## config.mk

```make
export PLATFORM = sky130hd
export DESIGN_NAME = ami_tx_scheduler
export DESIGN_NICKNAME = d
export VERILOG_FILES = /design/src/rtl/ami_pkg.sv /design/src/rtl/ami_baud_div.sv /design/src/rtl/ami_tx_scheduler.sv
export SDC_FILE = /design/constraint.sdc
export NUM_CORES = 1
export LEC_CHECK = 0
export ABC_CLOCK_PERIOD_IN_PS = 4300
export BUFFER_PORTS_ARGS = -buffer_cell sky130_fd_sc_hd__buf_4
export CAP_MARGIN = 0
export CORE_ASPECT_RATIO = 1.2
export CORE_MARGIN = 2
export CORE_UTILIZATION = 59
export CTS_CLUSTER_DIAMETER = 150
export DETAILED_ROUTE_END_ITERATION = 16
export PLACE_DENSITY_LB_ADDON = 0.08
export SLEW_MARGIN = 20
export SYNTH_ARGS = -nofsm -noshare
export SYNTH_HDL_FRONTEND = slang
export SYNTH_HIERARCHICAL = 1
export SYNTH_SLANG_ARGS = --single-unit
```

## constraint.sdc

```tcl
create_clock -name CLK -period 4.3 [get_ports CLK]
set_input_delay 0.215 -clock CLK [delete_from_list [all_inputs] [get_ports CLK]]
set_output_delay 0.215 -clock CLK [all_outputs]
set_load 0.1 [all_outputs]
```

## src/rtl/ami_pkg.sv

```systemverilog
// ---------------------------------------------------------------------------
// ami_pkg
//  Shared definitions for the AMI line transmit path: the frame FSM state
//  encoding, the preamble start bit and a small helper used to size the
//  per-state bit counter. Imported by the scheduler and the line top level.
// ---------------------------------------------------------------------------
package ami_pkg;

  typedef enum logic [1:0] {
    ST_IDLE = 2'd0,
    ST_PRE  = 2'd1,
    ST_DATA = 2'd2,
    ST_GAP  = 2'd3
  } ami_state_e;

  // First preamble bit; the preamble then alternates from this value.
  localparam logic PRE_START_BIT = 1'b1;

  function automatic int max3(input int a, input int b, input int c);
    int m;
    m = (a > b) ? a : b;
    return (m > c) ? m : c;
  endfunction

endpackage

```

## src/rtl/ami_baud_div.sv

```systemverilog
// ---------------------------------------------------------------------------
// ami_baud_div
//  Free-running divider that produces one TICK cycle every DIV clocks.
//  The count starts at 0 out of reset, so the first TICK arrives DIV-1
//  cycles after reset release.
// Ports
//  CLK         in   system clock
//  CPU_RESETN  in   asynchronous active-low reset
//  TICK        out  high for the single cycle in which the count is DIV-1
// ---------------------------------------------------------------------------
module ami_baud_div #(
  parameter int DIV = 4
) (
  input  logic CLK,
  input  logic CPU_RESETN,
  output logic TICK
);

  localparam int CW = (DIV > 1) ? $clog2(DIV) : 1;
  localparam logic [CW-1:0] LAST = CW'(DIV - 1);

  logic [CW-1:0] cnt;

  always_ff @(posedge CLK or negedge CPU_RESETN) begin
    if (!CPU_RESETN) begin
      cnt <= '0;
    end else if (cnt == LAST) begin
      cnt <= '0;
    end else begin
      cnt <= cnt + 1'b1;
    end
  end

  assign TICK = (cnt == LAST);

endmodule

```

## src/rtl/ami_tx_scheduler.sv

```systemverilog
// ---------------------------------------------------------------------------
// ami_tx_scheduler
//  Shares one AMI line encoder between two word-wide requesters. Each frame
//  is granted round-robin, then sent as preamble (1,0,1,0...), payload LSB
//  first and a gap of zeros. One line bit is produced per baud tick; the
//  line idles at 0 between frames while the strobe keeps running.
// Ports
//  CLK, CPU_RESETN          clock, asynchronous active-low reset
//  REQ0_VALID/DATA/READY    requester 0 handshake (READY = 1-cycle accept)
//  REQ1_VALID/DATA/READY    requester 1 handshake
//  LINE_BIT                 bit presented to the encoder SIGNAL input
//  LINE_STB                 1-cycle pulse, LINE_BIT is new this cycle
//  LINE_ACTIVE              high while a frame occupies the line
//  GRANT_ID                 requester owning the current/last frame
//  FRAME_DONE               1-cycle pulse at the tick ending a frame
// ---------------------------------------------------------------------------
module ami_tx_scheduler
  import ami_pkg::*;
#(
  parameter int DATA_W   = 8,
  parameter int DIV      = 4,
  parameter int PRE_BITS = 4,
  parameter int GAP_BITS = 2
) (
  input  logic              CLK,
  input  logic              CPU_RESETN,
  input  logic              REQ0_VALID,
  input  logic [DATA_W-1:0] REQ0_DATA,
  output logic              REQ0_READY,
  input  logic              REQ1_VALID,
  input  logic [DATA_W-1:0] REQ1_DATA,
  output logic              REQ1_READY,
  output logic              LINE_BIT,
  output logic              LINE_STB,
  output logic              LINE_ACTIVE,
  output logic              GRANT_ID,
  output logic              FRAME_DONE
);

  localparam int CW = $clog2(max3(DATA_W, PRE_BITS, GAP_BITS) + 1);
  localparam logic [CW-1:0] PRE_LAST  = CW'(PRE_BITS - 1);
  localparam logic [CW-1:0] DATA_LAST = CW'(DATA_W - 1);
  localparam logic [CW-1:0] GAP_LAST  = CW'((GAP_BITS > 0) ? (GAP_BITS - 1) : 0);

  logic tick;

  ami_baud_div #(.DIV(DIV)) u_baud (
    .CLK       (CLK),
    .CPU_RESETN(CPU_RESETN),
    .TICK      (tick)
  );

  ami_state_e        state, state_nxt;
  logic [CW-1:0]     bit_cnt, bit_cnt_nxt, bit_cnt_inc;
  logic [DATA_W-1:0] shift_reg, shift_nxt;
  logic              line_bit_nxt;
  logic              grant_nxt;
  logic              rr_ptr, rr_nxt;
  logic              ptr_now;
  logic              pick;
  logic              frame_end;
  logic              start_ok;
  logic              ready0, ready1;

  assign bit_cnt_inc = bit_cnt + 1'b1;

  // State, payload shift register, line outputs and arbitration pointer.
  // LINE_STB simply follows the tick one cycle later, so it runs in every
  // state with a period of exactly DIV clocks.
  always_ff @(posedge CLK or negedge CPU_RESETN) begin
    if (!CPU_RESETN) begin
      state     <= ST_IDLE;
      bit_cnt   <= '0;
      shift_reg <= '0;
      LINE_BIT  <= 1'b0;
      LINE_STB  <= 1'b0;
      GRANT_ID  <= 1'b0;
      rr_ptr    <= 1'b0;
    end else begin
      state     <= state_nxt;
      bit_cnt   <= bit_cnt_nxt;
      shift_reg <= shift_nxt;
      LINE_BIT  <= line_bit_nxt;
      LINE_STB  <= tick;
      GRANT_ID  <= grant_nxt;
      rr_ptr    <= rr_nxt;
    end
  end

  // Next-state logic. Everything moves on a tick only. bit_cnt holds the
  // index of the bit currently on the line within the current state. A
  // frame that ends on this tick falls through to the grant logic so a
  // pending request starts back-to-back without an idle bit; in that case
  // the pointer used is the one the finished frame is about to leave.
  always_comb begin
    state_nxt    = state;
    bit_cnt_nxt  = bit_cnt;
    shift_nxt    = shift_reg;
    line_bit_nxt = LINE_BIT;
    grant_nxt    = GRANT_ID;
    rr_nxt       = rr_ptr;
    frame_end    = 1'b0;
    start_ok     = 1'b0;
    ready0       = 1'b0;
    ready1       = 1'b0;
    ptr_now      = rr_ptr;
    pick         = 1'b0;

    if (tick) begin
      unique case (state)
        ST_IDLE: begin
          line_bit_nxt = 1'b0;
          start_ok     = 1'b1;
        end
        ST_PRE: begin
          if (bit_cnt == PRE_LAST) begin
            state_nxt    = ST_DATA;
            bit_cnt_nxt  = '0;
            line_bit_nxt = shift_reg[0];
            shift_nxt    = shift_reg >> 1;
          end else begin
            bit_cnt_nxt  = bit_cnt_inc;
            line_bit_nxt = PRE_START_BIT ^ bit_cnt_inc[0];
          end
        end
        ST_DATA: begin
          if (bit_cnt == DATA_LAST) begin
            if (GAP_BITS > 0) begin
              state_nxt    = ST_GAP;
              bit_cnt_nxt  = '0;
              line_bit_nxt = 1'b0;
            end else begin
              frame_end = 1'b1;
            end
          end else begin
            bit_cnt_nxt  = bit_cnt_inc;
            line_bit_nxt = shift_reg[0];
            shift_nxt    = shift_reg >> 1;
          end
        end
        ST_GAP: begin
          if (bit_cnt == GAP_LAST) begin
            frame_end = 1'b1;
          end else begin
            bit_cnt_nxt  = bit_cnt_inc;
            line_bit_nxt = 1'b0;
          end
        end
        default: begin
          state_nxt = ST_IDLE;
        end
      endcase

      if (frame_end) begin
        state_nxt    = ST_IDLE;
        bit_cnt_nxt  = '0;
        line_bit_nxt = 1'b0;
        rr_nxt       = ~GRANT_ID;
        ptr_now      = ~GRANT_ID;
        start_ok     = 1'b1;
      end

      // Both requesting: pointer decides. One requesting: it wins.
      if (start_ok && (REQ0_VALID || REQ1_VALID)) begin
        pick         = (REQ0_VALID && REQ1_VALID) ? ptr_now : REQ1_VALID;
        grant_nxt    = pick;
        ready0       = ~pick;
        ready1       = pick;
        shift_nxt    = pick ? REQ1_DATA : REQ0_DATA;
        line_bit_nxt = PRE_START_BIT;
        state_nxt    = ST_PRE;
        bit_cnt_nxt  = '0;
      end
    end
  end

  assign REQ0_READY  = ready0;
  assign REQ1_READY  = ready1;
  assign FRAME_DONE  = frame_end;
  assign LINE_ACTIVE = (state != ST_IDLE);

endmodule
```

==> metrics.yaml <==
outcome:
  status: "complete, no violations"
global_route:
  grt-ovfl-total: 0
  grt_pass1_wl_mm: 5.73
  track_usage: 0.253
  grt_start_max_net_pins: 21
  grt_pass1_vias: 1281
  antenna_found_initial: 0
sta:
  slew-limit-headroom: 0.547
  setup_violations: 0
  slew_viol_final: 0
  worst_slew_pin_slew_ns: 0.676
  finalCritPeriodShare: 0.631
  rsz0062_at_grt: "no"
  hold_violations: 0
  tns_ns: 0
  fmax_mhz: 369
  hold_ws_ns: 0.161
  clock_skew_ns: 0.00681
  period_needed_ns: 2.71
cells_and_area:
  nets: 216
  syn_to_final_growth_pct: 16.3
  final_util: 0.703
  largest_reg_flops: 8
  num-fill-cells: 196
  seq_area_sq_um: 500
  fin_area_sq_mm: 0.00174
  drive_above_1_share: 0.204
  antenna_cells: 0
  multi_input_area_sq_um: 875
  layout.cells.non_filler: 219
placed_design:
  placed_cells: 214
  numPortBuffers: 26
  gp_congestion: 0.881
  placed_area_sq_mm: 0.00168
  dpl.hpwl_mm: 2.56
floorplanning:
  start_util: 0.605
  pin_count: 27
  die_width_um: 50.0
  die_h_um: 59.2
  design.die.area_sq_mm: 0.00296
  design.core.area_sq_mm: 0.00248
  rows: 20
clock_tree:
  h-tree-depth: 1
  clkTransAtPathRegs_ns: 0.13
  post_cts_resize_count: 0
  numClockSinks: 20
  numCtsBuffers: 3
  clockBufferDepth: 2
  cts_tree: "yes"
  cts_hold_buf: 1
  cts_setup_buffers: 0
  clock_latency_ns: 0.31
  root_buffer: "clkbuf_4"
worst_setup_path:
  critPathMaxStageDelay_ns: 0.45
  crit_chain: "ha_1 -> nor4bb_1 -> buf_4 -> mux2i_4 -> nand2_1 -> nor2_1 -> buf_4"
  critPathBufInv: 2
  cpMaxStageDelayCell: "dfrtp_1"
  cp_top_family: "simple AND/OR/NAND/NOR gates"
  worstPathRequired_ns: 4.09
  cp_max_fo: 9
  arrival_ns: 2.50
  criticalPathCategory: "reg -> out"
  endpoint_kind: "output port"
  cp_common_cell: "buf_4"
  startpoint_type: "register"
synth:
  yosysWarnings: 6
  synth_fp_nets: 192
  ys_types: 45
  syn_avg_cell_area_sq_um: 9.19
  synth-edff-count: 0
  ys_seq_area_frac: 0.334
  async_flop_share: 1.00
  ys_seq_elements: 20
  synthCells: 163
  ys.flop_type: "dfrtp_1"
  syn_area_sq_mm: 0.00150
routing:
  routed_wl_mm: 3.34
  drt_iter0_drc: 32
  drtPass1Iterations: 4
  drc: 0
  wl_per_cell_um: 15.3
  num_vias: 1327
  routed_via_density: 6.06
  ant_nets: 0
pwr:
  ir_drop_uv: 319
  power-per-cell-area_mw_per_mm2: 276
  leakage_nw: 0.783
job:
  cap_violations: 0
worst_hold_path:
  holdCritPathClass: "in -> reg"
==> synthesized netlist by cell type, types with 4 or more instances <==
library cell / instances / area, sq um
dfrtp_1: 20 / 500
inv_1: 16 / 60.1
nand3_1: 12 / 60.1
o21ai_1: 11 / 55.1
a211oi_1: 9 / 67.6
a31oi_1: 9 / 56.3
ha_1: 9 / 113
a221oi_1: 7 / 61.3
nand2_1: 6 / 22.5
nor2_1: 5 / 18.8
o21ai_0: 4 / 20.0
==> worst reg2reg max path: stages, from the launching register on <==
cell and delay, ns:
dfrtp_1 0.45, ha_1 0.31, nor3b_2 0.62, a22o_1 0.39
a211oi_1 0.14, a31oi_1 0.17
==> area by class of cell <==
cell class              count  area share
clock buffers               3      0.0129
multi-input cells         118       0.502
inverters                  16      0.0345
flip-flops and latches     20       0.287
clock inverters             1      0.0172
repair buffers             28       0.122
well taps                  33      0.0237
==> cells by family (layout without fill, tap and decap cells) <==
kind of cell / count (synthesis) / in the layout / synth area share
AO/OA/AOI/OAI: 62 / 62 / 0.290
XOR/XNOR: 1 / 1 / 0.00585
adder cells (fa/ha/maj): 9 / 9 / 0.0752
buffers and inverters: 25 / 48 / 0.0819
flip-flops: 20 / 20 / 0.334
multiplexers: 2 / 2 / 0.0251
AND/OR/NAND/NOR: 44 / 44 / 0.188
==> layout by cell type (no fill, tap or decap), drive strengths merged, types with 2 or more instances in the layout <==
master	synthesis	layout
o21ai	15	15
o22ai	3	3
a21o	2	2
nand3b	2	2
nor3b	2	2
clkbuf	2	3
a221oi	7	7
nand2b	2	2
inv	16	16
o211ai	3	3
buf	7	27
nand3	12	12
ha	9	9
a31oi	9	9
a21oi	4	4
nand2	6	6
and2	4	4
a211oi	9	9
nor2b	3	3
nor2	5	5
a22o	2	2
nor4bb	2	2
and3b	2	2
dfrtp	20	20
==> report_power, final <==
part	internal, mW	switching, mW	total (mW)
Combinational	0.0443	0.0647	0.109
Sequential	0.204	0.0105	0.214
Clock	0.0942	0.0636	0.158
Total	0.342	0.139	0.481
==> per-stage QoR <==
step / power, mW / worst slack (ns)
floorplan: 0.291 / 1.10
global placement: 0.323 / 2.05
detailed placement: 0.327 / 1.98
CTS: 0.483 / 1.60
global route: 0.503 / 1.45
finish: 0.481 / 1.59
==> worst paths after layout <==
path	from	to	slack [ns]	cells after the start
worst max-delay path	state[1]	REQ1_READY	1.59	7
worst min-delay path	REQ0_DATA[7]	shift_reg[7]	0.16	3
worst max register to register	bit_cnt[0]	shift_reg[4]	2.15	5
worst min register to register	u_baud/cnt[0]	u_baud/cnt[0]	0.44	1
max in group asynchronous	CPU_RESETN	shift_reg[4]	3.78	2
min in group asynchronous	CPU_RESETN	state[1]	0.30	2
==> per-layer routing <==
metal  wire length [um]  track usage  vias to the layer above
met3                123       0.0354                        7
li1                   -            -                      661
met5                  0            0                        -
met2               1790        0.436                       38
met4                 48       0.0952                        0
met1               1380        0.320                      621
Note: power is estimated with default switching activity, not from simulation.
